## config.mk

```make
export PLATFORM = sky130hd
export DESIGN_NAME = multdiv_ctrl
export DESIGN_NICKNAME = d
export VERILOG_FILES = /design/src/rtl/multdiv_pkg.sv /design/src/rtl/multdiv_step_cnt.sv /design/src/rtl/multdiv_ctrl.sv
export SDC_FILE = /design/constraint.sdc
export NUM_CORES = 1
export LEC_CHECK = 0
export ABC_AREA = 1
export CORE_AREA = 4 4 56 58
export CTS_CLUSTER_DIAMETER = 60
export DETAILED_ROUTE_END_ITERATION = 10
export DIE_AREA = 0 0 60 62
export HOLD_SLACK_MARGIN = 0.02
export SYNTH_ARGS = -nofsm -noshare
export SYNTH_HDL_FRONTEND = slang
export SYNTH_HIERARCHICAL = 1
export SYNTH_SLANG_ARGS = --single-unit
```

## constraint.sdc

```tcl
create_clock -name clk -period 1.6 [get_ports clk]
set_clock_uncertainty 0.15 [all_clocks]
set_input_delay 0.24 -clock clk [delete_from_list [all_inputs] [get_ports clk]]
set_output_delay 0.24 -clock clk [all_outputs]
set_load 0.005 [all_outputs]
```

## src/rtl/multdiv_pkg.sv

```systemverilog
// Shared definitions for the multiply/divide sequencing controller.
// Holds the controller state encoding and the default iteration counts
// for the radix-4 Booth multiplier and the restoring divider.
package multdiv_pkg;

   // Two-bit state encoding shared by the controller and anything that
   // observes it.
   typedef enum logic [1:0] {
      IDLE     = 2'd0,
      MULT_RUN = 2'd1,
      DIV_RUN  = 2'd2,
      DONE     = 2'd3
   } state_t;

   // A 32-bit radix-4 Booth multiply retires two bits per step.
   localparam int MULT_CYCLES_DEF = 16;

   // A 32-bit restoring divide retires one quotient bit per step.
   localparam int DIV_CYCLES_DEF = 32;

   // Wide enough to hold the longest step index (DIV_CYCLES_DEF - 1).
   localparam int CNT_W_DEF = 5;

endpackage

```

## src/rtl/multdiv_step_cnt.sv

```systemverilog
// Iteration counter for the multiply/divide controller.
// Ports:
//   clk    - system clock
//   reset  - asynchronous active-high reset, count returns to 0
//   clear  - synchronous clear, asserted when a new op loads its operands
//   en     - advance by one step this cycle
//   limit  - terminal step index for the op in progress
//   count  - current step index
//   tc     - high when count has reached limit
module multdiv_step_cnt
#(
   parameter int CNT_W = 5
)(
   input  logic             clk,
   input  logic             reset,
   input  logic             clear,
   input  logic             en,
   input  logic [CNT_W-1:0] limit,
   output logic [CNT_W-1:0] count,
   output logic             tc
);

   // The counter stops at the terminal value rather than wrapping, so the
   // last step index stays visible for the whole final step cycle and
   // after the op completes. A load always takes priority so an aborted
   // op restarts from zero.
   always_ff @(posedge clk or posedge reset) begin
      if (reset) begin
         count <= '0;
      end else if (clear) begin
         count <= '0;
      end else if (en && !tc) begin
         count <= count + CNT_W'(1);
      end
   end

   assign tc = (count == limit);

endmodule

```

## src/rtl/multdiv_ctrl.sv

```systemverilog
// Sequencing controller for the shared iterative multiplier/divider.
// Accepts single-cycle op requests, drives operand load and per-step
// enables for the datapath, and reports result-ready and exception.
// Ports:
//   clk            - system clock
//   reset          - asynchronous active-high reset, forces IDLE
//   ctrl_MULT      - one-cycle multiply request (wins over ctrl_DIV)
//   ctrl_DIV       - one-cycle divide request
//   div_by_zero    - divisor is zero, valid with ctrl_DIV
//   mult_ovf       - product overflow, valid in the DONE cycle
//   load_operands  - datapath captures operands at the coming edge
//   step_en        - datapath performs one iteration this cycle
//   op_is_div      - registered op select for the datapath muxes
//   count          - current iteration index
//   busy           - an op is iterating
//   data_resultRDY - one-cycle pulse, result valid
//   data_exception - overflow or divide-by-zero, valid with data_resultRDY
module multdiv_ctrl
   import multdiv_pkg::*;
#(
   parameter int MULT_CYCLES = MULT_CYCLES_DEF,
   parameter int DIV_CYCLES  = DIV_CYCLES_DEF,
   parameter int CNT_W       = CNT_W_DEF
)(
   input  logic             clk,
   input  logic             reset,
   input  logic             ctrl_MULT,
   input  logic             ctrl_DIV,
   input  logic             div_by_zero,
   input  logic             mult_ovf,
   output logic             load_operands,
   output logic             step_en,
   output logic             op_is_div,
   output logic [CNT_W-1:0] count,
   output logic             busy,
   output logic             data_resultRDY,
   output logic             data_exception
);

   localparam logic [CNT_W-1:0] MULT_LAST = CNT_W'(MULT_CYCLES - 1);
   localparam logic [CNT_W-1:0] DIV_LAST  = CNT_W'(DIV_CYCLES - 1);

   state_t           state;
   logic             dz;
   logic             tc;
   logic [CNT_W-1:0] limit;

   // Operands are captured by the datapath at the same edge the request
   // is sampled, so the load strobe is a plain decode of the request.
   assign load_operands = ctrl_MULT | ctrl_DIV;

   // The terminal step depends on which op is iterating; op_is_div is
   // already settled by the first step cycle.
   assign limit = op_is_div ? DIV_LAST : MULT_LAST;

   multdiv_step_cnt #(
      .CNT_W (CNT_W)
   ) u_step_cnt (
      .clk   (clk),
      .reset (reset),
      .clear (load_operands),
      .en    (step_en),
      .limit (limit),
      .count (count),
      .tc    (tc)
   );

   // Main sequencer. A request is honoured in every state so a new op
   // aborts whatever is in flight. Multiply wins when both requests
   // arrive together. A divide by zero skips the iterations entirely and
   // reports straight from DONE with the latched zero-divisor flag.
   always_ff @(posedge clk or posedge reset) begin
      if (reset) begin
         state     <= IDLE;
         op_is_div <= 1'b0;
         dz        <= 1'b0;
      end else if (ctrl_MULT) begin
         state     <= MULT_RUN;
         op_is_div <= 1'b0;
      end else if (ctrl_DIV) begin
         op_is_div <= 1'b1;
         dz        <= div_by_zero;
         state     <= div_by_zero ? DONE : DIV_RUN;
      end else begin
         case (state)
            MULT_RUN,
            DIV_RUN:  if (tc) state <= DONE;
            DONE:     state <= IDLE;
            default:  state <= IDLE;
         endcase
      end
   end

   // Strobes are pure decodes of the state register, so they drop the
   // moment reset asserts and never glitch on request inputs.
   assign step_en        = (state == MULT_RUN) || (state == DIV_RUN);
   assign busy           = step_en;
   assign data_resultRDY = (state == DONE);

   // Overflow is only known once the product is complete, so it is taken
   // live in the DONE cycle; the divide exception was latched at request.
   assign data_exception = data_resultRDY & (op_is_div ? dz : mult_ovf);

endmodule

```

==> results of run 1 <==
## how the worst max path moves through the flow
stage               startpoint        endpoint  cells after the start
finish                state[1]         step_en                      2
global route          state[1]         step_en                      2
CTS                   state[0]  data_exception                      4
detailed placement    mult_ovf  data_exception                      4
global placement      mult_ovf  data_exception                      4
floorplan             state[0]        state[0]                      6
## power by group
group	internal [uW]	switching (uW)
clock	95.9	75.9
sequential	249	22.8
combinational	140	149
total	485	248
## through the flow
stage	util	setup TNS [ns]
global route	0.375	-0.0149
global placement	0.338	-0.263
finish	0.375	0
CTS	0.361	-0.0421
detailed placement	0.338	-0.267
floorplan	-	0
## worst max-delay path, cell delays in order, from the launching register on
cell	delay (ns)
dfrtp_1	0.42
ha_4	0.29
clkdlybuf4s15_1	0.20
## area by class of cell
| cell class | instances | share of cell area |
|---|---|---|
| flip-flops and latches | 9 | 0.229 |
| well taps | 31 | 0.0388 |
| multi-input cells | 71 | 0.377 |
| repair buffers | 29 | 0.250 |
| clock buffers | 4 | 0.0263 |
| inverters | 21 | 0.0788 |
## cells in the mapped netlist
cell type / instances
nor2_1: 9
nand3_1: 11
inv_2: 1
nor2_2: 2
nand4_1: 5
conb_1: 1
nand2_1: 26
inv_1: 19
xor2_1: 1
dfrtp_1: 9
xnor2_1: 1
nor2_4: 1
o21bai_1: 1
buf_4: 1
clkinv_1: 1
ha_1: 2
o21ai_0: 2
nand3_4: 1
nand2_4: 1
## cells in the final DEF, fill, tap and decap left out, types with 2 or more instances in the layout
master           synthesis  routed
nand2_1                 26      26
inv_1                   19      18
buf_4                    1      13
nand3_1                 11      11
nor2_1                   9       9
clkdlybuf4s50_1          0       9
conb_1                   1       8
dfrtp_1                  9       6
nand4_1                  5       5
clkbuf_4                 0       3
dfrtp_2                  0       3
nor2_2                   2       2
dlymetal6s2s_1           0       2
dlygate4sd2_1            0       2
inv_2                    1       2
## timing repair
item / 4_1_cts / 5_1_grt
hold buffers: 0 / 0
pin swaps: 0 / 1
buffers inserted: 3 / 5
cloned: 0 / 0
resized for setup: 11 / 10
endpoints found under the setup margin: 11 / 8
## sequential cells by signal (all words and copies together), names as in the netlist
signal            flops
u_step_cnt/count      5
state                 2
dz                    1
op_is_div             1
## routing by layer
layer,global-route usage,vias up
li1,-,361
met1,0.124,276
met2,0.156,15
met3,0.0289,0
met4,0.0285,0
met5,0,-
## logic make-up after synthesis
group,after synthesis
AO/OA/AOI/OAI,3
XOR/XNOR,2
adder cells (fa/ha/maj),2
buffers and inverters,22
flip-flops,9
other,1
AND/OR/NAND/NOR,56
==> flow_metrics.py, run 1 <==
metrics = {
    "clocking": {
        "clk_latency_ns": 0.26,
        "clock-sinks": 9,
        "cts_max_level": 1,
        "cts_tree": "yes",
        "cts_buffers": 3,
        "cts_buffer_depth": 2,
        "cts_root_buffer": "clkbuf_4",
        "path_clk_slew_ns": 0.06,
    },
    "route": {
        "m1WireLength_microns": 731,
        "routed-wl-met2_microns": 695,
        "drtAntennaViolNets": 0,
        "drt_iter0_drc": 11,
        "route.top_layer_used": "met3",
        "route.vias.total": 652,
        "drtPass1Iterations": 4,
        "vias_per_cell": 3.95,
        "finalWirelength_microns": 1510,
        "wl_met3_microns": 88,
        "post-route-drc-count": 0,
        "post_drt_wl_per_cell_microns": 9.18,
    },
    "place": {
        "place_inst": 153,
        "placed_cell_area_sq_um": 901,
        "place_ws_ns": -0.137,
        "gp_congestion": 0.771,
        "post-dp-hpwl_microns": 1160,
        "port-buffer-count": 16,
    },
    "finish": {
        "syn2layout_area_growth_pct": 54.8,
        "stdcell_area_sq_um": 1000,
        "final_cells": 165,
        "n_antenna_cell": 0,
        "seqCellArea_sq_um": 229,
        "multi_input_area_sq_um": 377,
        "fin_nets": 143,
        "fillCellCount": 299,
        "drive_gt1_frac": 0.224,
    },
    "critical_path": {
        "reg2reg_setup_slack_ns": 0.12,
        "worst_setup_path_end_kind": "output port",
        "cp.arrival_ns": 1.16,
        "r2r-start": "state[1]",
        "required_ns": 1.21,
        "critPathKind": "register to output port",
        "r2r_end": "state[0]",
        "rr_worst_depth": 7,
        "critPathLaunchType": "register",
        "cp_max_fo": 3,
    },
    "synth": {
        "synthXorXnorAreaFrac": 0.0271,
        "yosysWarnings": 6,
        "synthesis.instances": 95,
        "synth.distinct_cells": 19,
        "synth_fa_ha_area_frac": 0.0388,
        "syn_area_per_cell_sq_um": 6.80,
        "ys_seq_area_frac": 0.349,
        "ys_ff_latch": 9,
        "synth_top_family_by_area": "simple AND/OR/NAND/NOR gates",
        "synth_area_sq_um": 646,
        "synthMuxAreaShare": 0,
        "synthTopCellsByArea": "dfrtp_1, nand2_1, inv_1",
        "synthSimpleGateAreaFrac": 0.419,
        "synth_area_leader_cell": "dfrtp_1",
        "synth_compound_area_frac": 0.0271,
        "synth_top_area_frac": 0.349,
    },
    "flow_run": {
        "cap_violations": 0,
    },
    "die": {
        "fp.dieH_microns": 62,
        "initial_utilization": 0.242,
        "pin_count": 17,
        "die_w_microns": 60,
        "die_area_sq_um": 3720,
        "fp.coreArea_sq_um": 2660,
        "row_count": 19,
    },
    "power_and_ir_drop": {
        "power_uw": 732,
        "p_leak_uw": 0.000585,
        "power_density_nw_per_um2": 733,
        "ir_drop_v": 0.000365,
    },
    "sta": {
        "finalHoldViolations": 0,
        "setup_slack_ns": 0.0464,
        "grt_setup_unrepaired": "true",
        "fin_crit_sh": 0.971,
        "drv_slew": 0,
        "min_period_ns": 1.55,
        "setup_viol": 0,
        "timing.hold.ws_ns": 0.0630,
        "fmax_mhz": 644,
    },
    "global_route": {
        "grt_max_degree": 11,
        "grt_pass1_wl_microns": 2690,
        "grtUsageTotal": 0.0964,
        "grt-ovfl-total": 0,
        "grt_pass1_vias": 627,
        "antenna_found_initial": 0,
    },
    "hold_path": {
        "hold_path_class": "primary input to async pin",
    },
    "run_status": {
        "outcome": "complete, no violations",
    },
}
(Power assumes the default switching activity.)
==> run 2, diff against run 1 <==
CORE_AREA = 4 4 44 46   (was 4 4 56 58)
DIE_AREA = 0 0 48 50   (was 0 0 60 62)
PLACE_DENSITY = 0.7   (was default)
RECOVER_POWER = 50   (was default)
==> run 2 against run 1 <==
Wire length decreased by 12%. Worst setup slack better by 0.0046 ns. Fmax increased by 0.30%. First-iteration DRC count shrank 64%. Via count is 3.2% higher. Non-clock buffer count fell by 1. Register-to-register slack about the same. Critical endpoint unchanged. Sequential power is 2% lower. Clock power is 6% higher. Sequential share of layout area rose by 0.79 points. Utilization increased by 26 points.
==> flow_metrics.py, run 2 (same netlist as run 1, synthesis figures left out) <==
metrics = {
    "place": {
        "placed_cell_area_sq_um": 890,
        "gp_congestion": 0.732,
        "port-buffer-count": 16,
        "place_ws_ns": -0.148,
        "post-dp-hpwl_microns": 1090,
        "place_inst": 139,
    },
    "sta": {
        "fmax_mhz": 646,
        "min_period_ns": 1.55,
        "grt_setup_unrepaired": "false",
        "setup_slack_ns": 0.0509,
        "drv_slew": 0,
        "setup_viol": 0,
        "tns_ns": 0,
        "finalHoldViolations": 0,
        "fin_crit_sh": 0.968,
    },
    "route": {
        "post-route-drc-count": 0,
        "drtAntennaViolNets": 0,
        "vias_per_cell": 4.52,
        "finalWirelength_microns": 1330,
        "drt_iter0_drc": 4,
        "route.vias.total": 673,
        "drtPass1Iterations": 2,
        "post_drt_wl_per_cell_microns": 8.93,
    },
    "finish": {
        "largest_reg_flops": 5,
        "n_antenna_cell": 0,
        "fin_nets": 142,
        "syn2layout_area_growth_pct": 48.1,
        "drive_gt1_frac": 0.180,
        "stdcell_area_sq_um": 956,
        "final_cells": 149,
        "seqCellArea_sq_um": 226,
        "final_cell_mix": "nand2_1, inv_1, nand3_1, buf_4, nor2_1",
        "largestRegisters": "u_step_cnt/count: 5 flops, state: 2 flops",
        "mostFrequentLayoutCell": "nand2_1",
        "largest_register": "u_step_cnt/count",
        "multi_input_area_sq_um": 373,
        "fillCellCount": 141,
    },
    "clocking": {
        "cts_root_buffer": "clkbuf_4",
        "cts_tree": "yes",
        "clock-sinks": 9,
        "cts_buffer_depth": 2,
        "cts_buffers": 3,
        "path_clk_slew_ns": 0.06,
        "clk_latency_ns": 0.27,
        "cts_max_level": 1,
    },
    "critical_path": {
        "worst_setup_path_end_kind": "output port",
        "critPathSlowestCell": "dfrtp_1",
        "path_cells": "ha_4 > clkdlybuf4s15_1",
        "r2r-start": "op_is_div",
        "crit_buf_inv": 1,
        "required_ns": 1.21,
        "critical-path-top-delay-family": "flip-flops",
        "cp_max_fo": 3,
        "critPathKind": "register to output port",
        "reg2reg_setup_slack_ns": 0.11,
        "rr_worst_depth": 8,
        "r2r_end": "state[0]",
        "cp.arrival_ns": 1.16,
        "critPathLaunchType": "register",
        "critPathMaxStageDelay_ns": 0.41,
    },
    "flow_run": {
        "cap_violations": 0,
    },
    "power_and_ir_drop": {
        "power_uw": 724,
        "ir_drop_v": 0.000621,
        "pwr-share-comb": 0.381,
        "p_leak_uw": 0.000557,
        "swShare": 0.340,
        "internal_power_uw": 478,
        "pwr-share-seq": 0.368,
        "netSwitchingPower_uw": 246,
        "clkPwrFrac": 0.252,
        "power_density_nw_per_um2": 758,
    },
    "global_route": {
        "grt_pass1_vias": 642,
        "grt_max_degree": 11,
        "grt-ovfl-total": 0,
        "grtUsageTotal": 0.140,
        "grt_pass1_wl_microns": 2450,
        "antenna_found_initial": 0,
    },
    "die": {
        "pin_count": 17,
        "fp.dieH_microns": 50,
        "die_area_sq_um": 2400,
        "die_w_microns": 48,
        "initial_utilization": 0.429,
        "row_count": 14,
        "fp.coreArea_sq_um": 1510,
    },
    "run_status": {
        "outcome": "complete, no violations",
    },
    "hold_path": {
        "hold_path_class": "primary input to async pin",
    },
}
-- run 2: through the flow --
stage	hold slack, ns	utilization
finish	0.179	0.635
CTS	0.0517	0.637
floorplan	-0.144	-
detailed placement	0.337	0.591
global placement	0.307	0.591
global route	0.189	0.635
-- run 2: area by class of cell --
cell class	instances	share of cell area
multi-input combinational	71	0.390
timing repair buffer	28	0.242
sequential	9	0.237
inverter	21	0.0825
clock buffer	4	0.0275
tap	16	0.0209
-- run 2: power groups by stage --
stage                     Clock, uW  Combinational [uW]  Sequential, uW
after floorplan                   0                 161             268
after global placement            0                 281             270
after detailed placement          0                 283             271
after CTS                       187                 285             266
after global routing            202                 316             268
final                           182                 276             266
-- run 2: worst max-delay path by stage --
stage,startpoint,endpoint,slack [ns],depth (start not counted)
2_1_floorplan,state[0],state[0],0.14,6
3_3_place_gp,mult_ovf,data_exception,-0.13,4
3_5_place_dp,mult_ovf,data_exception,-0.15,4
4_1_cts,state[0],data_exception,0.008,4
5_1_grt,state[1],step_en,0.006,2
6_report,state[1],step_en,0.05,2
-- run 2: timing repair --
item | CTS | global route
resized for setup | 10 | 5
pin swaps | 0 | 1
hold buffers | 0 | 0
setup buffers | 5 | 1
setup endpoints to repair | 11 | 5
-- run 2: metal layers --
layer	up-vias	global-route usage	part of all wire
li1	359	-	-
met1	296	0.155	0.41
met2	14	0.236	0.52
met3	4	0.0255	0.050
met4	0	0.0807	0.026
met5	-	0	0
==> run 3, diff against run 2 <==
==> constraint.sdc (replaced) <==
create_clock -name clk -period 1.6 [get_ports clk]
set_clock_uncertainty 0.15 [all_clocks]
set_input_delay 0.16 -clock clk [delete_from_list [all_inputs] [get_ports clk]]
set_output_delay 0.16 -clock clk [all_outputs]
set_load 0.005 [all_outputs]
==> run 3 against run 2 <==
First-iteration DRC count grew to 2.8 times the previous value. Register-to-register slack gained 0.02 ns. Power shrank 0.32%. Flip-flop and latch count is the same. Clock-buffer cell count is the same. Final area shrank 2.5%. Wire length grew 0.98%. Sequential power grew 2%. Largest power group is now sequential cells.
==> flow_metrics.py, run 3 (same netlist as run 1, synthesis figures left out) <==
metrics = {
    "power_and_ir_drop": {
        "power_uw": 722,
        "p_leak_uw": 0.000530,
        "ir_drop_v": 0.000686,
        "power_density_nw_per_um2": 774,
    },
    "sta": {
        "min_period_ns": 1.54,
        "setup_viol": 0,
        "fin_crit_sh": 0.963,
        "grt_setup_unrepaired": "true",
        "tns_ns": 0,
        "finalHoldViolations": 0,
        "drv_slew": 0,
        "timing.hold.ws_ns": 0.327,
        "fmax_mhz": 649,
    },
    "route": {
        "drtPass1Iterations": 5,
        "route.vias.total": 657,
        "drt_iter0_drc": 11,
        "route.top_layer_used": "met4",
        "wl_met3_microns": 73,
        "m1WireLength_microns": 546,
        "post-route-drc-count": 0,
        "drtAntennaViolNets": 0,
        "finalWirelength_microns": 1340,
        "routed-wl-met2_microns": 682,
        "post_drt_wl_per_cell_microns": 9.33,
        "vias_per_cell": 4.56,
    },
    "finish": {
        "syn2layout_area_growth_pct": 44.4,
        "fin_nets": 137,
        "fillCellCount": 156,
        "mostFrequentLayoutCell": "nand2_1",
        "drive_gt1_frac": 0.148,
        "seqCellArea_sq_um": 228,
        "largestRegisters": "u_step_cnt/count: 5 flops, state: 2 flops",
        "multi_input_area_sq_um": 373,
        "largest_register": "u_step_cnt/count",
        "final_cell_mix": "nand2_1, inv_1, nand3_1",
        "largest_reg_flops": 5,
        "n_antenna_cell": 0,
    },
    "die": {
        "die_area_sq_um": 2400,
        "die_w_microns": 48,
        "fp.dieH_microns": 50,
        "pin_count": 17,
        "initial_utilization": 0.429,
        "fp.coreArea_sq_um": 1510,
        "row_count": 14,
    },
    "critical_path": {
        "cp.arrival_ns": 1.23,
        "worst_setup_path_end_kind": "output port",
        "critPathMaxStageDelay_ns": 0.53,
        "path_cells": "clkdlybuf4s50_1",
        "critPathLaunchType": "register",
        "required_ns": 1.29,
        "critical-path-top-delay-family": "buffers and inverters",
        "cp_max_fo": 6,
        "critPathKind": "register to output port",
        "crit_buf_inv": 1,
        "critPathSlowestCell": "clkdlybuf4s50_1",
    },
    "global_route": {
        "antenna_found_initial": 0,
        "grtUsageTotal": 0.136,
        "grt_pass1_vias": 562,
        "grt-ovfl-total": 0,
        "grt_max_degree": 11,
        "grt_pass1_wl_microns": 2260,
    },
    "place": {
        "port-buffer-count": 16,
        "post-dp-hpwl_microns": 1090,
        "gp_congestion": 0.747,
    },
    "clocking": {
        "path_clk_slew_ns": 0.06,
        "cts_root_buffer": "clkbuf_4",
        "cts_buffer_depth": 2,
        "clock-sinks": 9,
        "cts_max_level": 1,
        "clk_latency_ns": 0.27,
        "postCtsSetupBuffers": 0,
        "cts_buffers": 3,
        "cts_tree": "yes",
    },
    "hold_path": {
        "hold_path_class": "register to register",
    },
    "run_status": {
        "outcome": "complete, no violations",
    },
    "flow_run": {
        "cap_violations": 0,
    },
}
-- run 3: cell count changes in the layout (fill, tap and decap cells not counted) --
cell / previous run / this run
buf_4: 11 / 6
clkbuf_1: 2 / 1
clkbuf_2: 2 / 1
clkdlybuf4s15_1: 1 / 0
clkdlybuf4s50_1: 7 / 9
dfrtp_1: 8 / 7
dfrtp_2: 1 / 2
dlygate4sd2_1: 4 / 3
dlygate4sd3_1: 1 / 3
-- run 3: stage by stage --
step,setup slack [ns],area [sq um],util,instances
6_report,0.0599,932,0.619,144
2_1_floorplan,0.143,672,-,102
3_5_place_dp,-0.00579,890,0.591,139
5_1_grt,-0.0152,932,0.619,144
3_3_place_gp,0.0295,890,0.591,139
4_1_cts,0.0133,933,0.620,144
-- run 3: cell type report --
cell class	instances	share of cell area
multi-input combinational	71	0.400
sequential	9	0.244
timing repair buffer	23	0.221
inverter	21	0.0846
clock buffer	4	0.0282
tap	16	0.0215
-- run 3: report_power, final --
| group | internal (uW) | switching [uW] | total [uW] | leakage, uW |
|---|---|---|---|---|
| combinational | 129 | 137 | 265 | 0.000401 |
| sequential | 248 | 24.0 | 272 | 0.000113 |
| clock | 96.6 | 87.4 | 184 | 0.0000150 |
| total | 473 | 248 | 722 | 0.000530 |
-- run 3: repair_timing --
item                                   in CTS  in global routing
hold buffers                                1                  0
pin swaps                                   0                  1
resized for setup                           5                  5
setup endpoints to repair                   4                  6
endpoints found under the hold margin       9                  0
-- run 3: path summary, 6_finish.rpt --
check / slack, ns / cells past startpoint / from / to
worst max-delay path: 0.06 / 1 / u_step_cnt/count[1] / count[1]
worst min-delay path: 0.33 / 2 / dz / dz
worst max register to register: 0.13 / 10 / u_step_cnt/count[0] / state[0]
worst min register to register: 0.33 / 2 / dz / dz
max in group asynchronous: 0.46 / 3 / reset / u_step_cnt/count[2]
min in group asynchronous: 0.65 / 3 / reset / dz
-- run 3: routing by layer --
layer  global-route usage  vias to the layer above
met4               0.0942                        0
met2                0.222                       16
met5                    0                        -
met3               0.0291                        4
met1                0.145                      287
li1                     -                      350
